**src/rtl/decode_stage_pkg.sv**
```systemverilog
// Shared ISA definitions for the decode stage: opcode values, the 5-bit
// control-flag vector layout and small decode helpers.
package decode_stage_pkg;

    localparam int OPCODE_W = 7;

    // Opcode encodings of the custom ISA (instruction[31:25]).
    localparam logic [OPCODE_W-1:0] OP_ADD = 7'h01;
    localparam logic [OPCODE_W-1:0] OP_SUB = 7'h02;
    localparam logic [OPCODE_W-1:0] OP_MUL = 7'h03;
    localparam logic [OPCODE_W-1:0] OP_LDB = 7'h04;
    localparam logic [OPCODE_W-1:0] OP_LDW = 7'h05;
    localparam logic [OPCODE_W-1:0] OP_STB = 7'h06;
    localparam logic [OPCODE_W-1:0] OP_STW = 7'h07;

    // Control-flag vector, MSB first: mem_read, mem_write, mem_byte,
    // reg_write, mem_to_reg.
    typedef struct packed {
        logic mem_read;
        logic mem_write;
        logic mem_byte;
        logic reg_write;
        logic mem_to_reg;
    } ctrl_t;

    localparam ctrl_t CTRL_NONE = 5'b00000;
    localparam ctrl_t CTRL_ALU  = 5'b00010;
    localparam ctrl_t CTRL_LDB  = 5'b10101;
    localparam ctrl_t CTRL_LDW  = 5'b10001;
    localparam ctrl_t CTRL_STB  = 5'b01100;
    localparam ctrl_t CTRL_STW  = 5'b01000;

    // Control flags implied by an opcode; unknown opcodes do nothing.
    function automatic ctrl_t ctrl_of(input logic [OPCODE_W-1:0] opcode);
        case (opcode)
            OP_ADD, OP_SUB, OP_MUL: return CTRL_ALU;
            OP_LDB:                 return CTRL_LDB;
            OP_LDW:                 return CTRL_LDW;
            OP_STB:                 return CTRL_STB;
            OP_STW:                 return CTRL_STW;
            default:                return CTRL_NONE;
        endcase
    endfunction

    // Loads carry an offset in the src2 field, so only ALU ops and stores
    // actually read a second source register.
    function automatic logic reads_src2(input logic [OPCODE_W-1:0] opcode);
        case (opcode)
            OP_ADD, OP_SUB, OP_MUL, OP_STB, OP_STW: return 1'b1;
            default:                                return 1'b0;
        endcase
    endfunction

endpackage

```
**src/rtl/decode_comb.sv**
```systemverilog
// Purely combinational instruction decoder: splits a 32-bit instruction into
// register fields, sign-extended offsets and control flags.
module decode_comb
    import decode_stage_pkg::*;
#(
    parameter int XLEN      = 32,
    parameter int REG_IDX_W = 5,
    parameter int MEM_OFF_W = 15,
    parameter int BRN_SHIFT = 2
) (
    input  logic [31:0]          instruction,
    output logic [6:0]           opcode,
    output logic [REG_IDX_W-1:0] dst_reg,
    output logic [REG_IDX_W-1:0] src_reg_1,
    output logic [REG_IDX_W-1:0] src_reg_2,
    output logic [XLEN-1:0]      mem_offset,
    output logic [XLEN-1:0]      brn_offset,
    output logic [19:0]          jmp_offset,
    output logic                 alu_imm_src,
    output logic                 mem_read,
    output logic                 mem_write,
    output logic                 mem_byte,
    output logic                 reg_write,
    output logic                 mem_to_reg
);

    localparam int BRN_RAW_W = 15;

    logic [BRN_RAW_W-1:0] brn_raw;
    logic [XLEN-1:0]      brn_sext;
    ctrl_t                ctrl;

    assign opcode    = instruction[31:25];
    assign dst_reg   = instruction[20 +: REG_IDX_W];
    assign src_reg_1 = instruction[15 +: REG_IDX_W];
    assign src_reg_2 = instruction[10 +: REG_IDX_W];

    assign mem_offset = {{(XLEN-MEM_OFF_W){instruction[MEM_OFF_W-1]}},
                         instruction[MEM_OFF_W-1:0]};

    // The branch offset is split around the source-register fields.
    assign brn_raw    = {instruction[24:20], instruction[9:0]};
    assign brn_sext   = {{(XLEN-BRN_RAW_W){brn_raw[BRN_RAW_W-1]}}, brn_raw};
    assign brn_offset = brn_sext << BRN_SHIFT;

    assign jmp_offset = {instruction[24:20], instruction[14:0]};

    // Flag lookup from the opcode table.
    // NOTE: every variable written in always_comb gets a value on every path
    // (here via the function's default arm), otherwise a latch is inferred.
    always_comb begin
        ctrl = ctrl_of(opcode);
    end

    assign mem_read    = ctrl.mem_read;
    assign mem_write   = ctrl.mem_write;
    assign mem_byte    = ctrl.mem_byte;
    assign reg_write   = ctrl.reg_write;
    assign mem_to_reg  = ctrl.mem_to_reg;
    assign alu_imm_src = ctrl.mem_read | ctrl.mem_write;

endmodule

```
**src/rtl/decode_stage.sv**
```systemverilog
// Instruction-decode pipeline stage: decodes the fetched instruction into the
// ID/EX register, inserts load-use bubbles, honours execute stall and branch
// flush, and counts stall cycles with saturation.
module decode_stage
    import decode_stage_pkg::*;
#(
    parameter int XLEN      = 32,
    parameter int REG_IDX_W = 5,
    parameter int MEM_OFF_W = 15,
    parameter int BRN_SHIFT = 2,
    parameter int CNT_W     = 16,
    parameter int HAZARD_EN = 1
) (
    input  logic                 clk,
    input  logic                 reset,
    input  logic                 if_valid,
    input  logic [31:0]          if_instruction,
    output logic                 if_stall,
    input  logic                 ex_stall,
    input  logic                 flush,
    output logic                 id_valid,
    output logic [6:0]           id_opcode,
    output logic [REG_IDX_W-1:0] id_dst_reg,
    output logic [REG_IDX_W-1:0] id_src_reg_1,
    output logic [REG_IDX_W-1:0] id_src_reg_2,
    output logic [XLEN-1:0]      id_mem_offset,
    output logic [XLEN-1:0]      id_brn_offset,
    output logic [19:0]          id_jmp_offset,
    output logic                 id_alu_imm_src,
    output logic                 id_mem_read,
    output logic                 id_mem_write,
    output logic                 id_mem_byte,
    output logic                 id_reg_write,
    output logic                 id_mem_to_reg,
    output logic [CNT_W-1:0]     stall_count
);

    // Decoded view of the incoming instruction.
    logic [6:0]           dec_opcode;
    logic [REG_IDX_W-1:0] dec_dst_reg;
    logic [REG_IDX_W-1:0] dec_src_reg_1;
    logic [REG_IDX_W-1:0] dec_src_reg_2;
    logic [XLEN-1:0]      dec_mem_offset;
    logic [XLEN-1:0]      dec_brn_offset;
    logic [19:0]          dec_jmp_offset;
    logic                 dec_alu_imm_src;
    logic                 dec_mem_read;
    logic                 dec_mem_write;
    logic                 dec_mem_byte;
    logic                 dec_reg_write;
    logic                 dec_mem_to_reg;

    logic hazard;
    logic src1_match;
    logic src2_match;

    decode_comb #(
        .XLEN      (XLEN),
        .REG_IDX_W (REG_IDX_W),
        .MEM_OFF_W (MEM_OFF_W),
        .BRN_SHIFT (BRN_SHIFT)
    ) u_decode_comb (
        .instruction (if_instruction),
        .opcode      (dec_opcode),
        .dst_reg     (dec_dst_reg),
        .src_reg_1   (dec_src_reg_1),
        .src_reg_2   (dec_src_reg_2),
        .mem_offset  (dec_mem_offset),
        .brn_offset  (dec_brn_offset),
        .jmp_offset  (dec_jmp_offset),
        .alu_imm_src (dec_alu_imm_src),
        .mem_read    (dec_mem_read),
        .mem_write   (dec_mem_write),
        .mem_byte    (dec_mem_byte),
        .reg_write   (dec_reg_write),
        .mem_to_reg  (dec_mem_to_reg)
    );

    // Load-use hazard: the load in ID/EX writes a register the incoming
    // instruction reads. r0 is never a real dependency.
    assign src1_match = (id_dst_reg == dec_src_reg_1);
    assign src2_match = (id_dst_reg == dec_src_reg_2) && reads_src2(dec_opcode);

    assign hazard = (HAZARD_EN != 0) && id_valid && id_mem_read && if_valid &&
                    (id_dst_reg != '0) && (src1_match || src2_match);

    // A flush kills whatever fetch holds, so fetch must never be held then.
    assign if_stall = (ex_stall || hazard) && !flush;

    // ID/EX register: flush beats stall, stall beats bubble, bubble beats load.
    // NOTE: sequential state is written with non-blocking assignments only, so
    // every register samples its inputs from before the clock edge.
    always_ff @(posedge clk or posedge reset) begin
        if (reset) begin
            id_valid       <= 1'b0;
            id_opcode      <= '0;
            id_dst_reg     <= '0;
            id_src_reg_1   <= '0;
            id_src_reg_2   <= '0;
            id_mem_offset  <= '0;
            id_brn_offset  <= '0;
            id_jmp_offset  <= '0;
            id_alu_imm_src <= 1'b0;
            id_mem_read    <= 1'b0;
            id_mem_write   <= 1'b0;
            id_mem_byte    <= 1'b0;
            id_reg_write   <= 1'b0;
            id_mem_to_reg  <= 1'b0;
        end else if (flush) begin
            id_valid <= 1'b0;
        end else if (ex_stall) begin
            id_valid <= id_valid;
        end else if (hazard) begin
            // Bubble: clearing the flags guarantees the hazard drops next cycle.
            id_valid       <= 1'b0;
            id_opcode      <= '0;
            id_dst_reg     <= '0;
            id_src_reg_1   <= '0;
            id_src_reg_2   <= '0;
            id_mem_offset  <= '0;
            id_brn_offset  <= '0;
            id_jmp_offset  <= '0;
            id_alu_imm_src <= 1'b0;
            id_mem_read    <= 1'b0;
            id_mem_write   <= 1'b0;
            id_mem_byte    <= 1'b0;
            id_reg_write   <= 1'b0;
            id_mem_to_reg  <= 1'b0;
        end else begin
            id_valid       <= if_valid;
            id_opcode      <= dec_opcode;
            id_dst_reg     <= dec_dst_reg;
            id_src_reg_1   <= dec_src_reg_1;
            id_src_reg_2   <= dec_src_reg_2;
            id_mem_offset  <= dec_mem_offset;
            id_brn_offset  <= dec_brn_offset;
            id_jmp_offset  <= dec_jmp_offset;
            id_alu_imm_src <= dec_alu_imm_src;
            id_mem_read    <= dec_mem_read;
            id_mem_write   <= dec_mem_write;
            id_mem_byte    <= dec_mem_byte;
            id_reg_write   <= dec_reg_write;
            id_mem_to_reg  <= dec_mem_to_reg;
        end
    end

    // Saturating stall-cycle counter; it sticks at all-ones instead of wrapping.
    always_ff @(posedge clk or posedge reset) begin
        if (reset) begin
            stall_count <= '0;
        end else if (if_stall && (stall_count != '1)) begin
            stall_count <= stall_count + CNT_W'(1);
        end
    end

endmodule

```
**config.mk**
```make
export PLATFORM = sky130hd
export DESIGN_NAME = decode_stage
export DESIGN_NICKNAME = d
export VERILOG_FILES = /design/src/rtl/decode_stage_pkg.sv /design/src/rtl/decode_comb.sv /design/src/rtl/decode_stage.sv
export SDC_FILE = /design/constraint.sdc
export NUM_CORES = 1
export LEC_CHECK = 0
export BUFFER_PORTS_ARGS = -buffer_cell sky130_fd_sc_hd__buf_2
export CORE_ASPECT_RATIO = 1.2
export CORE_MARGIN = 2
export CORE_UTILIZATION = 40
export CTS_CLUSTER_SIZE = 25
export DETAILED_ROUTE_END_ITERATION = 10
export HOLD_SLACK_MARGIN = 0.1
export PLACE_DENSITY = 0.74
export SKIP_CTS_REPAIR_TIMING = 1
export SYNTH_ARGS = -nofsm -noshare
export SYNTH_HDL_FRONTEND = slang
export SYNTH_SLANG_ARGS = --single-unit
```
**constraint.sdc**
```tcl
create_clock -name clk -period 2.6 [get_ports clk]
set_clock_uncertainty 0.15 [all_clocks]
set_input_delay 0.52 -clock clk [delete_from_list [all_inputs] [get_ports clk]]
set_output_delay 0.52 -clock clk [all_outputs]
set_load 0.02 [all_outputs]
```
==> metrics.md <==
| Metric | Value |
|---|---|
| Placer congestion estimate | 0.782 |
| Data required time at the worst endpoint | 1.93 ns |
| Number of flip-flops under the largest register name | 16 |
| Capture point of the worst reg-to-reg path | id_mem_offset[4]$_DFFE_PP0P_ |
| Buffers on Ports | 164 |
| Synthesis-stage register bit count | between 50 and 60 |
| Fill cells | 644 |
| Register with the most flip-flops | stall_count |
| Met3 Resource Use GR | 6.44% |
| Core area | between 0.006 and 0.007 sq mm |
| Clock Sink Count | 54 |
| Maximum number of pins on one net before global-route repair | 42 |
| Slack of the worst reg-to-reg path | 0.13 ns |
| H-tree Lvls | 2 |
| Aggregate routed wire length | 6.85 mm |
| PD cells | 713 mW/mm^2 |
| Die Y | about 97 microns |
| DP Cell Count | 437 |
| Maximum ir drop on the vdd rail | 0.526 mV |
| Post-layout minimum cycle time | 2.54 ns |
| Most used cells in the layout excluding fill and tap cells | buf_2, dfrtp_1, a22o_1, xnor2_1, buf_4 |
| Fin crit share | 97.7% |
| Crit path arrival time | 1.87 ns |
| Critical Path Sink Type | primary output |
| Internal Power | 0.00150 W |
| Startpoint class of the critical path | flop |
| Sequential cell area fraction in the yosys report | 47.2% |
| Post-DP HPWL | between 5 and 6 mm |
| Number of iterations in the first detailed-routing pass | 4 |
| Relative slew slack | 33.4% |
| Layout area overhead | 20.9% |
| Die footprint | about 0.0079 sq mm |
| Remaining Overflow, GRT | 0 |
| Most frequent standard cell in the layout excluding fill and tap cells | buf_2 |
| Vias in the first global route | roughly 2000 |
| Antenna Nets Post-Route | 0 |
| GR met2 Demand/Resource | 29.6% |
| First-pass GRT wire length | just over 10 mm |
| Cell area after synthesis | 0.00286 sq mm |
| Routed via count divided by cell count | 4.82 |
| Peak clock frequency supported by timing | 0.394 GHz |
| Clock-pin slew on the worst setup and hold paths | about 0.1 ns |
| Buffer type at the clock tree root | clkbuf_8 |
| Transition at the pin with the smallest max-transition slack | 0.998 ns |
| FF+latch area | 0.00136 sq mm |
| Netlist cell types | 33 |
| Relative contribution of combinational cells to total power | 35.7% |
| Final count of pins violating max slew | 0 |
| Total net switching power | 0.000965 W |
| Nets | 403 |
| Outcome | completed |
| Total clock buffers created by CTS | 5 |
| Beginning of the worst register-to-register path | id_brn_offset[30]$_DFFE_PP0P_ |
| CP Cell Sequence | xnor2_2, nand4_1, o22ai_2, a21oi_4, nor2_2, buf_4 |
| Final Hold Vio Count | 0 |
| Delay of the slowest critical-path stage | roughly 0.5 ns |
| Rows | 33 |
| Multi-input combinational cell area | 922 sq um |
| Sw Ratio | 39.1% |
| Number of cells on the worst reg-to-reg path | 7 |
| Initial standard-cell utilization of the core | 41.5% |
| Clk buf depth | 2 |
| Cell at the slowest stage of the critical path | dfrtp_2 |
| Final number of setup-violating endpoints | 0 |
| Ant diodes | 0 |
| DRC errors left | 0 |
| Antenna violations before repair | 1 |
| Final cell count without fillers | 453 |
| Synthesized instance count | 260 |
| Fraction of layout cells with a size suffix above 1 | 56.3% |
| Clock network power share | 20.3% |
| Global Route Usage Sum | 17.0% |
| Max Cap Violations | 0 |
| Met1 GRT Util | 19.8% |
| Crit Path Max Fanout | 8 |
| Via Count | around 2200 |
| Clock tree from TritonCTS | yes |
| Leading registers by flop count | stall_count: 16 flops, id_mem_offset: 11 flops, id_opcode: 7 flops |
| Width of the die | between 80 and 90 microns |
| Total Power | 0.00247 W |
| Total of warnings raised by yosys | 0 |
| Most Crowded Layer GR | met2 |
| LEAKAGE | 1.86 nW |
| WHS | 0.0845 ns |
| Clk Latency, worst-skew pair | 0.31 ns |
| Detail-routed net length per standard cell | between 15 and 20 microns |
| Seq pwr share | 44.0% |
| Category of the most critical setup path | reg2out |
| Type of the tightest min-delay check | in2async |
| Post-Synthesis Mean Instance Area | 11.0 sq um |
| Number of top-level pins | 167 |
| Detailed Route Iter0 Violations | 43 |
power by group through the flow:
stage	Sequential, W	Clock, W	Combinational (W)
after floorplan	0.00122	0	0.000588
after global placement	0.00110	0	0.000852
after detailed placement	0.00110	0	0.000860
after CTS	0.00109	0.000519	0.000860
after global routing	0.00111	0.000551	0.000950
final	0.00109	0.000500	0.000882
cell type report:
class	count	share of cell area, %
clock buffers	6	2.39
clock inverters	2	0.470
inverters	4	0.434
multi-input cells	119	26.6
flip-flops and latches	54	39.2
well taps	87	3.14
repair buffers	181	27.8
synthesized netlist by cell type:
cell type   n  area share (%)
o31ai_1     3            0.79
mux2_2      1            0.39
a21oi_2     1            0.31
o22ai_2     1            0.44
and3_4      1            0.39
xor2_1      1            0.31
inv_1       4            0.52
ha_1        1            0.44
mux2i_1     1            0.35
buf_4      75              20
clkbuf_1    8             1.0
buf_6       1            0.39
nand3_1    11             1.9
a311oi_4    1            0.92
a22o_1     32             9.8
and2_1      1            0.22
a32o_1      1            0.35
nand4_1     5             1.1
o211ai_1    1            0.26
nand4_2     1            0.44
nand3b_1    1            0.26
xnor2_1    23             7.0
a21oi_1     3            0.52
nor2_1      7            0.92
or2_2       1            0.22
nand2_1    10             1.3
nor3_1      2            0.35
conb_1      1            0.13
nor4_4      1            0.74
dfrtp_1    54              47
nor2b_1     1            0.22
and3_1      4            0.87
o21ai_0     1            0.17
cells by family after synthesis:
kind of cell	share of synthesized area, %
DFF	47.2
and+or+nand+nor	8.96
xor gates and xnor gates	7.34
other	0.131
muxes	0.743
adders and majority gates	0.437
buffers and inverters	21.6
AOI/OAI and AO/OA	13.5
stage by stage:
stage                     cell area (sq um)  worst slack (ns)  setup TNS (ns)  utilization [%]
final                                  3460            0.0599               0             50.2
after global routing                   3460           -0.0727         -0.0727             50.2
after CTS                              3370            -0.187          -0.187             48.9
after detailed placement               3280            0.0238               0             47.5
after global placement                 3280            0.0862               0             47.5
after floorplan                        2870             0.197               0                -
layer usage:
| layer | vias to the layer above | wire [microns] |
|---|---|---|
| li1 | 1028 | - |
| met1 | 1036 | 2650 |
| met2 | 110 | 3510 |
| met3 | 8 | 629 |
| met4 | 2 | 51 |
| met5 | - | 13 |
worst max-delay path, delay by kind of cell (launching register included):
| kind | cells | cell delay (ns) |
|---|---|---|
| xor+xnor | 1 | 0.18 |
| simple gates | 2 | 0.29 |
| buf+inv | 1 | 0.16 |
| flops | 1 | 0.50 |
| compound gates | 2 | 0.43 |
worst max-delay path by stage:
stage,from,depth (start not counted),to
3_3_place_gp,if_instruction[28],9,stall_count[10]$_DFFE_PP0P_
6_report,id_brn_offset[30]$_DFFE_PP0P_,6,if_stall
5_1_grt,id_brn_offset[30]$_DFFE_PP0P_,6,if_stall
3_5_place_dp,if_instruction[28],9,stall_count[14]$_DFFE_PP0P_
4_1_cts,id_brn_offset[30]$_DFFE_PP0P_,6,if_stall
2_1_floorplan,id_brn_offset[30]$_DFFE_PP0P_,8,stall_count[3]$_DFFE_PP0P_
No activity file was read; power rests on OpenSTA's default activity.
